==> config.mk <==
export PLATFORM = sky130hd
export DESIGN_NAME = fill_buffer_flat
export DESIGN_NICKNAME = d
export VERILOG_FILES = /design/src/rtl/fill_buffer_pkg.sv /design/src/rtl/fill_buffer_if.sv /design/src/rtl/fill_index_gen.sv /design/src/rtl/fill_buffer.sv /design/src/flat_wrapper.sv
export SDC_FILE = /design/constraint.sdc
export NUM_CORES = 1
export LEC_CHECK = 0
export CAP_MARGIN = 20
export CORE_MARGIN = 1.5
export CORE_UTILIZATION = 43
export CTS_CLUSTER_SIZE = 16
export DETAILED_ROUTE_END_ITERATION = 8
export PLACE_DENSITY = 0.76
export SLEW_MARGIN = 40
export SYNTH_ARGS = -nofsm -noshare
export SYNTH_HDL_FRONTEND = slang
export SYNTH_SLANG_ARGS = --single-unit
==> constraint.sdc <==
create_clock -name clk -period 2.25 [get_ports clk]
set_input_delay 0.3375 -clock clk [delete_from_list [all_inputs] [get_ports clk]]
set_output_delay 0.3375 -clock clk [all_outputs]
set_load 0.005 [all_outputs]
==> src/rtl/fill_buffer_pkg.sv <==
// rtl/fill_buffer_pkg.sv - shared types and constants for the line fill buffer
package fill_buffer_pkg;

    localparam int WORD_W    = 16;
    localparam int NUM_WORDS = 8;
    localparam int OFFSET_W  = 3;

    typedef logic [WORD_W-1:0] line_word_t;

    typedef enum logic [1:0] {
        IDLE = 2'd0,
        FILL = 2'd1,
        DONE = 2'd2
    } fill_state_t;

endpackage

==> src/rtl/fill_buffer_if.sv <==
// rtl/fill_buffer_if.sv - memory beat handshake between physical memory and the fill buffer
interface fill_buffer_if #(
    parameter int WORD_W = fill_buffer_pkg::WORD_W
);

    logic              mem_valid;
    logic [WORD_W-1:0] mem_rdata;
    logic              mem_ready;

    modport master (output mem_valid, output mem_rdata, input mem_ready);
    modport slave  (input mem_valid, input mem_rdata, output mem_ready);

endinterface

==> src/rtl/fill_index_gen.sv <==
// rtl/fill_index_gen.sv - beat counter and wrap-order write index for one line fill
module fill_index_gen
    import fill_buffer_pkg::*;
(
    input  logic                clk,
    input  logic                rst_n,
    input  logic                start,
    input  logic [OFFSET_W-1:0] offset,
    input  logic                advance,
    input  logic                clear,
    output logic [OFFSET_W-1:0] wr_idx,
    output logic                first_beat,
    output logic                last_beat
);

    logic [OFFSET_W-1:0] beat_cnt;
    logic [OFFSET_W-1:0] start_off;

    always_ff @(posedge clk or negedge rst_n) begin
        if (!rst_n) begin
            beat_cnt  <= '0;
            start_off <= '0;
        end else if (start) begin
            beat_cnt  <= '0;
            start_off <= offset;
        end else if (clear) begin
            beat_cnt  <= '0;
        end else if (advance) begin
            beat_cnt  <= beat_cnt + 1'b1;
        end
    end

    // 3-bit add wraps naturally, giving critical-word-first order
    assign wr_idx     = start_off + beat_cnt;
    assign first_beat = (beat_cnt == '0);
    assign last_beat  = (beat_cnt == OFFSET_W'(NUM_WORDS - 1));

endmodule

==> src/rtl/fill_buffer.sv <==
// rtl/fill_buffer.sv - collects an 8-word line in wrap order and presents it to the word-select mux
module fill_buffer #(
    parameter int WORD_W = 16
) (
    input  logic                                clk,
    input  logic                                rst_n,
    input  logic                                fill_req,
    input  logic [fill_buffer_pkg::OFFSET_W-1:0] fill_offset,
    fill_buffer_if.slave                        mem,
    input  logic                                abort,
    input  logic                                invalidate,
    output logic [WORD_W-1:0]                   word0,
    output logic [WORD_W-1:0]                   word1,
    output logic [WORD_W-1:0]                   word2,
    output logic [WORD_W-1:0]                   word3,
    output logic [WORD_W-1:0]                   word4,
    output logic [WORD_W-1:0]                   word5,
    output logic [WORD_W-1:0]                   word6,
    output logic [WORD_W-1:0]                   word7,
    output logic [fill_buffer_pkg::NUM_WORDS-1:0] valid_mask,
    output logic                                crit_valid,
    output logic                                done,
    output logic                                line_valid,
    output logic                                busy
);

    import fill_buffer_pkg::*;

    localparam logic [1:0] ST_IDLE = IDLE;
    localparam logic [1:0] ST_FILL = FILL;
    localparam logic [1:0] ST_DONE = DONE;

    logic [1:0]          state;
    logic [WORD_W-1:0]   words [NUM_WORDS];
    logic [OFFSET_W-1:0] wr_idx;
    logic                first_beat;
    logic                last_beat;
    logic                in_fill;
    logic                can_start;
    logic                beat_ok;
    logic                abort_fill;
    logic                drop_line;

    assign in_fill    = (state == ST_FILL);
    assign can_start  = fill_req && ((state == ST_IDLE) || (state == ST_DONE));
    // abort beats an accepted beat in the same cycle, so the beat is dropped
    assign beat_ok    = in_fill && mem.mem_valid && !abort;
    assign abort_fill = in_fill && abort;
    assign drop_line  = (state == ST_DONE) && invalidate && !fill_req;

    fill_index_gen u_index (
        .clk        (clk),
        .rst_n      (rst_n),
        .start      (can_start),
        .offset     (fill_offset),
        .advance    (beat_ok),
        .clear      (abort_fill),
        .wr_idx     (wr_idx),
        .first_beat (first_beat),
        .last_beat  (last_beat)
    );

    always_ff @(posedge clk or negedge rst_n) begin
        if (!rst_n) begin
            state      <= ST_IDLE;
            valid_mask <= '0;
            crit_valid <= 1'b0;
            done       <= 1'b0;
            line_valid <= 1'b0;
        end else begin
            crit_valid <= beat_ok && first_beat;
            done       <= beat_ok && last_beat;

            case (state)
                ST_IDLE: if (fill_req) state <= ST_FILL;
                ST_FILL: begin
                    if (abort)                      state <= ST_IDLE;
                    else if (beat_ok && last_beat)  state <= ST_DONE;
                end
                ST_DONE: begin
                    if (fill_req)        state <= ST_FILL;
                    else if (invalidate) state <= ST_IDLE;
                end
                default: state <= ST_IDLE;
            endcase

            if (can_start || abort_fill || drop_line)
                valid_mask <= '0;
            else if (beat_ok)
                valid_mask <= valid_mask | (NUM_WORDS'(1) << wr_idx);

            if (beat_ok && last_beat)
                line_valid <= 1'b1;
            else if (can_start || drop_line)
                line_valid <= 1'b0;
        end
    end

    // word data survives abort and invalidate; only the mask says what is current
    always_ff @(posedge clk or negedge rst_n) begin
        if (!rst_n) begin
            for (int i = 0; i < NUM_WORDS; i++) words[i] <= '0;
        end else if (beat_ok) begin
            words[wr_idx] <= mem.mem_rdata;
        end
    end

    assign busy          = in_fill;
    assign mem.mem_ready = in_fill;

    assign word0 = words[0];
    assign word1 = words[1];
    assign word2 = words[2];
    assign word3 = words[3];
    assign word4 = words[4];
    assign word5 = words[5];
    assign word6 = words[6];
    assign word7 = words[7];

endmodule

==> src/flat_wrapper.sv <==
// flat-port wrapper written by rule: the top's interface ports become plain ports
module fill_buffer_flat import fill_buffer_pkg::*;
#(
    parameter int WORD_W = 16
)
  (clk, rst_n, fill_req, fill_offset, abort, invalidate, word0, word1, word2, word3, word4, word5, word6, word7, valid_mask, crit_valid, done, line_valid, busy, mem_mem_valid, mem_mem_rdata, mem_mem_ready);
  fill_buffer_if #(.WORD_W(WORD_W)) mem_i ();
  input  logic clk;
  input  logic rst_n;
  input  logic fill_req;
  input  logic [fill_buffer_pkg::OFFSET_W-1:0] fill_offset;
  input  logic abort;
  input  logic invalidate;
  output logic [WORD_W-1:0] word0;
  output logic [WORD_W-1:0] word1;
  output logic [WORD_W-1:0] word2;
  output logic [WORD_W-1:0] word3;
  output logic [WORD_W-1:0] word4;
  output logic [WORD_W-1:0] word5;
  output logic [WORD_W-1:0] word6;
  output logic [WORD_W-1:0] word7;
  output logic [fill_buffer_pkg::NUM_WORDS-1:0] valid_mask;
  output logic crit_valid;
  output logic done;
  output logic line_valid;
  output logic busy;
  input wire logic [$bits(mem_i.mem_valid)-1:0] mem_mem_valid;
  input wire logic [$bits(mem_i.mem_rdata)-1:0] mem_mem_rdata;
  output wire logic [$bits(mem_i.mem_ready)-1:0] mem_mem_ready;
  assign mem_i.mem_valid = mem_mem_valid;
  assign mem_i.mem_rdata = mem_mem_rdata;
  assign mem_mem_ready = mem_i.mem_ready;
  fill_buffer #(.WORD_W(WORD_W)) u_core (.clk(clk), .rst_n(rst_n), .fill_req(fill_req), .fill_offset(fill_offset), .mem(mem_i), .abort(abort), .invalidate(invalidate), .word0(word0), .word1(word1), .word2(word2), .word3(word3), .word4(word4), .word5(word5), .word6(word6), .word7(word7), .valid_mask(valid_mask), .crit_valid(crit_valid), .done(done), .line_valid(line_valid), .busy(busy));
endmodule
==> impl_summary.txt <==
----------------------------------------------------
[Timing]
  Final critical path time including I/O delays and setup ... between 2 and 2.5 ns
  Final number of max-transition violations ... 0
  Post-route worst hold slack ... between 0.4 and 0.5 ns
  Setup repair after global routing missed its margin ... false
  Final count of negative-setup-slack endpoints ... 0
  Period utilisation layout ... 0.9435
  Remaining max-slew budget at the tightest pin ... 0.6197
  Final worst setup slack ... 0.1271 ns
  Post-route setup TNS ... 0 ns
  Worst slew pin tran ... between 0.5 and 0.6 ns
  Final Hold Vio Count ... 0
  Skew final ... between 0.015 and 0.02 ns
  Maximum clock frequency ... 0.4711 GHz

[Synthesis]
  Count leader, synth ... sky130_fd_sc_hd__dfrtp_1
  Cell types with the highest counts after synthesis ... sky130_fd_sc_hd__dfrtp_1, sky130_fd_sc_hd__mux2_2, sky130_fd_sc_hd__inv_1
  Cell types with the largest area share after synthesis ... sky130_fd_sc_hd__dfrtp_1, sky130_fd_sc_hd__mux2_2, sky130_fd_sc_hd__nand3_2, sky130_fd_sc_hd__ha_1, sky130_fd_sc_hd__inv_1
  Flip-flop cell with the highest count after synthesis ... sky130_fd_sc_hd__dfrtp_1
  Warnings from Yosys ... 0
  Mean cell area of the mapped netlist ... 16.08 um^2
  Number of register bits inferred by synthesis ... 147
  Share of the synthesized area in the top cell type ... 0.6408
  Net Count, Synth ... about 390
  Distinct cells, synth ... 31
  Biggest area consumer among synthesized cells ... sky130_fd_sc_hd__dfrtp_1
  Count of flip-flops with a built-in enable after synthesis ... 0
  Portion of the post-synthesis area used by sequential elements ... 0.6408
  Total standard cell area after synthesis ... about 5700 um^2
  Gate count after technology mapping ... between 300 and 400
  Share of async-settable or async-resettable flops after synthesis ... 1.000

[Final layout]
  Number of fill cells in the layout ... roughly 1000
  Share of final-layout standard cells stronger than drive strength 1 ... 0.3463
  Ant diodes ... 0
  Final Net Count ... a little under 600
  Final instance area ... 8394 um^2
  Area added between synthesis and finish ... 46.23%

[Clock network]
  Level count of the clock H-tree ... 4
  CTS buffer count ... 17
  Root Buffer ... sky130_fd_sc_hd__clkbuf_16
  Post-cts gate resize count ... 0
  TritonCTS clock tree ... built
  Number of buffers on the longest clock path ... 2
  Clock Sinks ... roughly 150
  Clock edge transition at the registers on the reported setup and hold paths ... approximately 0.060 ns
  Clock latency of the later-clocked register in the worst-skew pair ... around 0.43 ns

[Min path]
  Tightest Hold Check Type ... in2async

[Worst setup path]
  Kind of capture point of the worst setup path ... flop
  Peak per-stage delay on the critical path ... between 0.5 and 0.6 ns
  Worst-path maximum fanout ... 17
  Worst path cell trace ... ha_1 -> inv_1 -> fa_2 -> nand2_1 -> nor3_4 -> buf_12 -> mux2_2
  Required @ worst endpoint ... 2.55 ns
  Sort of element at the start of the critical path ... flop
  Reg2reg setup slack ... roughly 0.13 ns
  Cell at the slowest stage of the critical path ... sky130_fd_sc_hd__fa_2
  Worst Path Arrival ... 2.42 ns
  Worst setup path class ... reg2reg

[Die]
  Vertical extent of the die ... 118.5 um
  Number of rows in the core area ... 42
  Horizontal die dimension ... 118.5 um
  Overall die area ... between 10000 and 15000 um^2
  I/O pin count ... 166
  Core Footprint ... 13140 um^2
  Initial cell density of the core ... 0.4370

[Route]
  Drt initial violations ... around 130
  Number of vias after detailed routing ... 3659
  Wire length reported by the detailed router ... about 14000 um
  Remaining DRCs ... 0
  Number of antenna-violating nets in the routed design ... 0
  Routed length per instance ... between 15 and 20 um
  Pre-antenna DRT Iters ... 4
  Number of vias per cell ... slightly below 5

[Global routing]
  Overall track demand over capacity in global routing ... 0.2071
  Largest net degree at the start of global routing ... 62
  Remaining global-route overflow ... 0
  Initial antenna violation count ... 0
  Vias in the first global route ... 3974
  Global-route wire length before repair ... 21890 um

[Pwr]
  P_leak ... around 3.8 nW
  Worst vdd ir ... approximately 700 uV
  Power density normalized to cell area ... around 1300 nW/um^2

[Run status]
  Run status ... complete, no violations

[Job]
  Max-Cap Viols ... 0

[Place]
  Routability-driven placement congestion ratio ... between 0.8 and 0.9
  Instance area at placement ... between 7000 and 8000 um^2
  PortBufs ... roughly 170
  Final HPWL DP ... a little under 10000 um
  DP Worst Slack ... roughly 0.085 ns

----------------------------------------------------
## cell families after synthesis
logic type / after synthesis / share of synthesized area
AO/OA/AOI/OAI: 20 / 0.02354
XOR/XNOR: 2 / 0.008936
adder cells (fa/ha/maj): 5 / 0.01221
buffers and inverters: 24 / 0.02158
flip-flops: 147 / 0.6408
multiplexers: 130 / 0.2550
AND/OR/NAND/NOR: 29 / 0.03793
## state kept, by name (all words and copies together) (netlist names)
signal	flops
u_core.word5	16
u_core.word2	16
u_core.valid_mask	8
u_core.done	1
u_core.state	2
u_core.word0	16
u_core.word3	16
u_core.u_index.start_off	3
u_core.crit_valid	1
u_core.word4	16
u_core.u_index.beat_cnt	3
u_core.word6	16
u_core.line_valid	1
u_core.word7	16
u_core.word1	16
## cell type report
cell class              count  area, um^2  share of cell area
multi-input cells         186        1941              0.2312
inverters                  13       48.80            0.005813
flip-flops and latches    147        3679              0.4382
well taps                 176       220.2             0.02623
repair buffers            189        1923              0.2291
clock inverters            11       126.4             0.01505
clock buffers              20       456.7             0.05440
## cells in the final DEF, fill, tap and decap left out, types with 2 or more instances in the layout
master,instances
sky130_fd_sc_hd__a21boi_0,6
sky130_fd_sc_hd__a21o_1,2
sky130_fd_sc_hd__a21oi_1,4
sky130_fd_sc_hd__buf_12,7
sky130_fd_sc_hd__buf_4,16
sky130_fd_sc_hd__bufinv_16,2
sky130_fd_sc_hd__clkbuf_16,17
sky130_fd_sc_hd__clkbuf_8,2
sky130_fd_sc_hd__clkdlybuf4s50_1,164
sky130_fd_sc_hd__clkinv_2,3
sky130_fd_sc_hd__clkinv_4,2
sky130_fd_sc_hd__dfrtp_1,147
sky130_fd_sc_hd__ha_1,4
sky130_fd_sc_hd__inv_1,13
sky130_fd_sc_hd__inv_6,3
sky130_fd_sc_hd__mux2_2,130
sky130_fd_sc_hd__nand2_1,7
sky130_fd_sc_hd__nand2b_1,2
sky130_fd_sc_hd__nand3_2,6
sky130_fd_sc_hd__nor2_1,3
sky130_fd_sc_hd__nor2b_1,4
sky130_fd_sc_hd__nor3_4,2
sky130_fd_sc_hd__o21a_1,2
sky130_fd_sc_hd__o21ai_0,3
## per-layer routing
layer	global-route usage	part of all wire	vias to the layer above
met5	0	0	-
met1	0.2496	0.42	1867
met3	0.07722	0.069	23
li1	-	-	1654
met2	0.3350	0.49	115
met4	0.08810	0.023	0
## worst max-delay path, delay by kind of cell (launching register included)
kind	cells	cell delay (ns)
DFF	1	0.35
buffers and inverters	2	0.24
and+or+nand+nor	2	0.36
adders and majority gates	2	0.70
muxes	1	0.35
## through the flow
step	instances	util	power (W)
finish	742	0.6390	0.01066
global route	742	0.6390	0.01120
CTS	742	0.6390	0.01079
detailed placement	710	0.5938	0.007962
global placement	710	0.5938	0.007824
floorplan	357	-	0.005380
## repair_timing
action	CTS	global route
hold endpoints to repair	59	0
setup buffers	0	0
hold buffers	1	0
## where the power goes
group	internal [W]	switching [W]
clock network	0.00169	0.00108
registers	0.00367	0.000543
logic	0.00256	0.00112
total	0.00792	0.00274
## final timing paths
kind                                                              from                                      end  cells past startpoint
worst max-delay path            u_core.u_index.beat_cnt[0]$_DFFE_PN0P_             u_core.word5[11]$_DFFE_PN0P_                      7
worst min-delay path                                             rst_n             u_core.word6[14]$_DFFE_PN0P_                      2
worst max register to register  u_core.u_index.beat_cnt[0]$_DFFE_PN0P_             u_core.word5[11]$_DFFE_PN0P_                      7
worst min register to register        u_core.valid_mask[5]$_DFFE_PN0P_         u_core.valid_mask[5]$_DFFE_PN0P_                      1
max in group asynchronous                                        rst_n             u_core.word1[13]$_DFFE_PN0P_                      3
min in group clk                                        fill_offset[1]  u_core.u_index.start_off[1]$_DFFE_PN0N_                      3
No activity file was read; power rests on OpenSTA's default activity.
